### src/rtl/fc_layer_engine.sv
// ============================================================================
// Module      : fc_layer_engine
// Description : Fully-connected layer engine. Streams activations and int8
//               weights from two BRAMs, computes one dot product per neuron,
//               applies optional ReLU and a right shift, writes each result to
//               an output BRAM and tracks the argmax neuron index.
// Revision    : 1.0 - initial release
// ============================================================================
`default_nettype none

module fc_layer_engine #(
    parameter int IN_SIZE        = 784,
    parameter int OUT_SIZE       = 60,
    parameter int LANES          = 4,
    parameter int ACC_WIDTH      = 32,
    parameter int OUT_SHIFT      = 0,
    parameter int RELU_EN        = 1,
    parameter int IN_ADDR_WIDTH  = 9,
    parameter int W_ADDR_WIDTH   = 14,
    parameter int OUT_ADDR_WIDTH = 6,
    parameter int CLASS_WIDTH    = 4
) (
    input  logic                      clk,
    input  logic                      reset,
    input  logic                      i_run,
    output logic                      o_busy,
    output logic                      o_done,
    output logic [IN_ADDR_WIDTH-1:0]  o_in_addr,
    input  logic [31:0]               i_in_data,
    output logic [W_ADDR_WIDTH-1:0]   o_w_addr,
    input  logic [31:0]               i_w_data,
    output logic [OUT_ADDR_WIDTH-1:0] o_out_addr,
    output logic [31:0]               o_out_data,
    output logic                      o_out_we,
    output logic [CLASS_WIDTH-1:0]    o_class
);

    localparam int K = (IN_SIZE + LANES - 1) / LANES;

    localparam logic [2:0] S_IDLE  = 3'd0;
    localparam logic [2:0] S_FETCH = 3'd1;
    localparam logic [2:0] S_DRAIN = 3'd2;
    localparam logic [2:0] S_WRITE = 3'd3;
    localparam logic [2:0] S_DONE  = 3'd4;

    logic [2:0]                  state_q, state_d;
    logic [IN_ADDR_WIDTH-1:0]    k_q;
    logic [W_ADDR_WIDTH-1:0]     w_addr_q;
    logic [OUT_ADDR_WIDTH-1:0]   n_q;
    logic                        drain_q;
    logic                        dvld_q;
    logic                        dlast_q;
    logic                        prod_vld_q;
    logic signed [ACC_WIDTH-1:0] prod_q;
    logic signed [ACC_WIDTH-1:0] acc_q;
    logic signed [ACC_WIDTH-1:0] best_acc_q;
    logic [CLASS_WIDTH-1:0]      best_idx_q;
    logic [CLASS_WIDTH-1:0]      class_q;

    logic                        w_k_last;
    logic                        w_n_last;
    logic signed [ACC_WIDTH-1:0] w_sum;
    logic signed [ACC_WIDTH-1:0] w_act;
    logic signed [ACC_WIDTH-1:0] w_shift;
    logic                        w_take;
    logic [CLASS_WIDTH-1:0]      w_best_idx;

    assign w_k_last = (k_q == IN_ADDR_WIDTH'(K - 1));
    assign w_n_last = (n_q == OUT_ADDR_WIDTH'(OUT_SIZE - 1));

    // Lane products of the word returned by the BRAMs this cycle.
    if (LANES == 4) begin : g_packed
        localparam int LAST_LANES = IN_SIZE - (K - 1) * LANES;
        logic signed [16:0] w_p [4];
        logic [3:0]         w_keep;

        for (genvar j = 0; j < 4; j++) begin : g_lane
            assign w_p[j]    = signed'({1'b0, i_in_data[8*j +: 8]}) * signed'(i_w_data[8*j +: 8]);
            assign w_keep[j] = !(dlast_q && (j >= LAST_LANES));
        end

        always_comb begin
            w_sum = '0;
            for (int j = 0; j < 4; j++) begin
                if (w_keep[j]) w_sum = w_sum + ACC_WIDTH'(w_p[j]);
            end
        end
    end else begin : g_unpacked
        logic [7:0]         w_a;
        logic signed [16:0] w_p;
        logic               w_unused_ok;

        assign w_a         = (i_in_data > 32'd255) ? 8'hFF : i_in_data[7:0];
        assign w_p         = signed'({1'b0, w_a}) * signed'(i_w_data[7:0]);
        assign w_sum       = ACC_WIDTH'(w_p);
        assign w_unused_ok = &{1'b0, i_w_data[31:8]};
    end

    assign w_act      = ((RELU_EN != 0) && (acc_q < 0)) ? '0 : acc_q;
    assign w_shift    = w_act >>> OUT_SHIFT;
    assign w_take     = (n_q == '0) || (acc_q > best_acc_q);
    assign w_best_idx = w_take ? CLASS_WIDTH'(n_q) : best_idx_q;

    always_comb begin
        state_d = state_q;
        case (state_q)
            S_IDLE:  if (i_run) state_d = S_FETCH;
            S_FETCH: if (w_k_last) state_d = S_DRAIN;
            S_DRAIN: if (drain_q) state_d = S_WRITE;
            S_WRITE: state_d = w_n_last ? S_DONE : S_FETCH;
            S_DONE:  state_d = S_IDLE;
            default: state_d = S_IDLE;
        endcase
    end

    always_ff @(posedge clk) begin
        if (!reset) begin
            state_q    <= S_IDLE;
            k_q        <= '0;
            w_addr_q   <= '0;
            n_q        <= '0;
            drain_q    <= 1'b0;
            dvld_q     <= 1'b0;
            dlast_q    <= 1'b0;
            prod_vld_q <= 1'b0;
            prod_q     <= '0;
            acc_q      <= '0;
            best_acc_q <= '0;
            best_idx_q <= '0;
            class_q    <= '0;
        end else begin
            state_q    <= state_d;
            dvld_q     <= (state_q == S_FETCH);
            dlast_q    <= (state_q == S_FETCH) && w_k_last;
            prod_vld_q <= dvld_q;
            prod_q     <= w_sum;

            if (prod_vld_q) acc_q <= acc_q + prod_q;
            if ((state_q == S_FETCH) && (k_q == '0)) acc_q <= '0;

            case (state_q)
                S_IDLE: begin
                    if (i_run) begin
                        k_q        <= '0;
                        w_addr_q   <= '0;
                        n_q        <= '0;
                        best_acc_q <= '0;
                        best_idx_q <= '0;
                    end
                end
                S_FETCH: begin
                    drain_q <= 1'b0;
                    if (!w_k_last) begin
                        k_q      <= k_q + 1'b1;
                        w_addr_q <= w_addr_q + 1'b1;
                    end
                end
                S_DRAIN: drain_q <= 1'b1;
                S_WRITE: begin
                    if (w_take) best_acc_q <= acc_q;
                    best_idx_q <= w_best_idx;
                    // Class is published together with o_done.
                    if (w_n_last) begin
                        class_q <= w_best_idx;
                    end else begin
                        n_q      <= n_q + 1'b1;
                        k_q      <= '0;
                        w_addr_q <= w_addr_q + 1'b1;
                    end
                end
                default: ;
            endcase
        end
    end

    assign o_busy     = (state_q == S_FETCH) || (state_q == S_DRAIN) || (state_q == S_WRITE);
    assign o_done     = (state_q == S_DONE);
    assign o_out_we   = (state_q == S_WRITE);
    assign o_out_addr = n_q;
    assign o_out_data = (state_q == S_WRITE) ? 32'(w_shift) : 32'd0;
    assign o_in_addr  = k_q;
    assign o_w_addr   = w_addr_q;
    assign o_class    = class_q;

endmodule

`default_nettype wire

### config.mk
export PLATFORM = sky130hd
export DESIGN_NAME = fc_layer_engine
export DESIGN_NICKNAME = d
export VERILOG_FILES = /design/src/rtl/fc_layer_engine.sv
export SDC_FILE = /design/constraint.sdc
export NUM_CORES = 1
export LEC_CHECK = 0
export ABC_AREA = 1
export CAP_MARGIN = 20
export CORE_AREA = 2 2 186 188
export CTS_CLUSTER_SIZE = 12
export DETAILED_ROUTE_END_ITERATION = 8
export DIE_AREA = 0 0 188 190
export PLACE_DENSITY = 0.74
export SYNTH_ARGS = -nofsm -noshare
export SYNTH_HDL_FRONTEND = slang
export SYNTH_SLANG_ARGS = --single-unit
### constraint.sdc
create_clock -name clk -period 7.75 [get_ports clk]
set_clock_uncertainty 0.05 [all_clocks]
set_input_delay 0.775 -clock clk [delete_from_list [all_inputs] [get_ports clk]]
set_output_delay 0.775 -clock clk [all_outputs]
set_load 0.01 [all_outputs]
==> results_dict.tcl <==
set metrics [dict create \
    design.core.area_um2 33900 \
    routed_wirelength_mm 44.1 \
    yosys-top-cells-count "643 x inv_1, 476 x nand2_1, 235 x fa_1, 221 x ha_1, 169 x nor2_1" \
    drtPass1Iterations 7 \
    maxSlewHeadroom_pct 45.3 \
    clkLatencyLatePin_ps 430 \
    ys_ff_latch 127 \
    hold_end "prod_vld_q" \
    dp_hpwl_mm 37.4 \
    critPathKind "in -> reg" \
    grt_usage_pct 25.8 \
    fmax_ghz 0.140 \
    hold-worst-slack_ps 366 \
    worstSetupEndpointType "flop" \
    fp-row-count 68 \
    synth_cell_types 53 \
    grt_pass1_vias 15400 \
    antenna_left 0 \
    path_clk_slew_ps 60 \
    hold_path_class "reg -> reg" \
    worstReg2RegEnd "o_in_addr[7]" \
    die-width_um 188 \
    drive_gt1_share_pct 4.27 \
    holdBufCountCts 0 \
    ys_async_sr_fraction_pct 0 \
    utilization_pct 59.5 \
    start_util_pct 52.8 \
    fin_crit_ps 7150 \
    cts.sinks 127 \
    gp_congestion 0.977 \
    drtIter0Drc 1040 \
    rsz0062_at_grt "false" \
    status "completed" \
    setup_violations 0 \
    rr_startpoint "state_q[1]" \
    num-nets-final 3039 \
    wl_per_cell_um 14.8 \
    n_antenna_cell 0 \
    final_max_slew_viol_count 0 \
    postCtsSetupRepairBufs 0 \
    cts_buffers 17 \
    yosysTopAreaCell "fa_1" \
    crit_required_ps 8020 \
    dr_total_vias 15200 \
    synthFlopType "dfxtp_1" \
    grt_max_degree 62 \
    synthTopCellsByArea "fa_1 26%, ha_1 15%, dfxtp_1 14%, inv_1 13%, nand2_1 10%" \
    cts_resized 0 \
    io_buffers 133 \
    drv_cap 0 \
    hp-start "dvld_q" \
    dieArea_um2 35700 \
    multi_input_area_um2 12500 \
    ioPinCount 135 \
    clockBufferDepth 2 \
    via_per_inst 5.08 \
    synth_area_um2 17900 \
    ctsRootBufferMaster "clkbuf_16" \
    seq_area_um2 2540 \
    htreeDepth 4 \
    area_delta_synth_final_pct 12.7 \
    yosysTopAreaCellShare_pct 26.2 \
    start_kind "input port" \
    dieHeight_um 190 \
    synth-edff-count 0 \
    worstMarginPinSlew_ps 821 \
    rrSetupSlack_ps 4810 \
    antenna_found_initial 0 \
    grt-ovfl-total 0 \
    synth_warnings 0 \
    synth_seq_area_share_pct 14.2 \
    min_path_cells 2 \
    synth.net_count 2953 \
    grt_pass1_wl_mm 74.3 \
    critPathArrivalTime_ps 7420 \
    finalHoldViolations 0 \
    drc 0 \
    syn_avg_cell_area_um2 7.38 \
    syn_inst 2430 \
    rr_worst_depth 15 \
    finalSetupTns_ps 0 \
    synth.most_common_cell "inv_1" \
    period_share_pct 92.3 \
    crit_fanout 10 \
    nFillCells 3082 \
    cts_tree "done" \
]
## state kept, by name (all words and copies together) (netlist names)
register    cells
acc_q          32
best_acc_q     32
prod_q         20
o_w_addr       14
o_in_addr       9
o_out_addr      6
best_idx_q      4
o_class         4
state_q         3
drain_q         1
dvld_q          1
prod_vld_q      1
## how the worst max path moves through the flow
stage / end / startpoint / slack, ps
2_1_floorplan: prod_q[17] / i_in_data[31] / 950
3_5_place_dp: prod_q[16] / i_w_data[15] / 210
3_3_place_gp: prod_q[16] / i_w_data[15] / 240
5_1_grt: prod_q[16] / i_w_data[15] / 290
4_1_cts: prod_q[17] / i_w_data[23] / 630
6_report: prod_q[18] / i_w_data[15] / 600
## stage by stage
step                      setup WS (ps)  cells  instance area (um^2)
after global placement              242   2952                 19600
after CTS                           634   2984                 20200
after detailed placement            214   2952                 19600
after floorplan                     955   2430                 17900
final                               599   2984                 20200
after global routing                289   2984                 20200
## worst max-delay path: stages
cell	delay, ps
clkdlybuf4s50_1	530
inv_1	210
or2_2	350
fa_1	500
inv_1	50
fa_1	480
inv_1	60
fa_1	530
inv_1	60
fa_1	500
fa_1	520
fa_1	510
fa_1	550
inv_1	60
fa_1	530
inv_1	40
ha_1	320
a21oi_1	280
o21ai_0	120
a21oi_1	220
nand3_1	110
nand2_1	70
nor2_1	40
## cell families after synthesis
| logic type | count (synthesis) | synth area share, % |
|---|---|---|
| and+or+nand+nor | 810 | 18.8 |
| buffers and inverters | 748 | 16.0 |
| adders and majority gates | 456 | 41.7 |
| AOI/OAI and AO/OA | 258 | 7.86 |
| DFF | 127 | 14.2 |
| xor gates and xnor gates | 30 | 1.47 |
| other | 1 | 0.0209 |
## metal layers
layer | share of wire, % | GRT usage [%] | vias up
li1 | - | - | 7422
met1 | 42 | 32.4 | 7236
met2 | 51 | 47.1 | 434
met3 | 5.2 | 3.34 | 62
met4 | 2.2 | 5.97 | 0
met5 | 0 | 0 | -
## area by class of cell
class / count / area share (%)
timing repair buffer: 163 / 7.70
sequential: 127 / 12.6
inverter: 652 / 12.1
tap: 455 / 2.82
clock inverter: 14 / 0.662
multi-input combinational: 1555 / 62.0
clock buffer: 18 / 2.17
## cell usage in the layout (no fill, tap or decap), drive strengths merged
cell type,n
a211oi,3
a21boi,3
a21o,7
a21oi,147
a22oi,1
a311oi,1
a31o,1
a31oi,6
and3,3
buf,30
bufinv,1
clkbuf,18
clkdlybuf4s50,133
clkinv,8
clkinvlp,4
conb,1
dfxtp,127
fa,235
ha,221
inv,653
nand2,480
nand3,81
nand3b,1
nand4,8
nor2,176
nor3,34
nor3b,4
nor4,5
o211ai,7
o21a,6
o21ai,69
o21bai,3
o22ai,1
o31ai,3
or2,18
xnor2,10
xor2,20
Power is left out: the tool's default activity adds up to more than one toggle a clock period on the data nets, which glitch-free logic cannot reach.
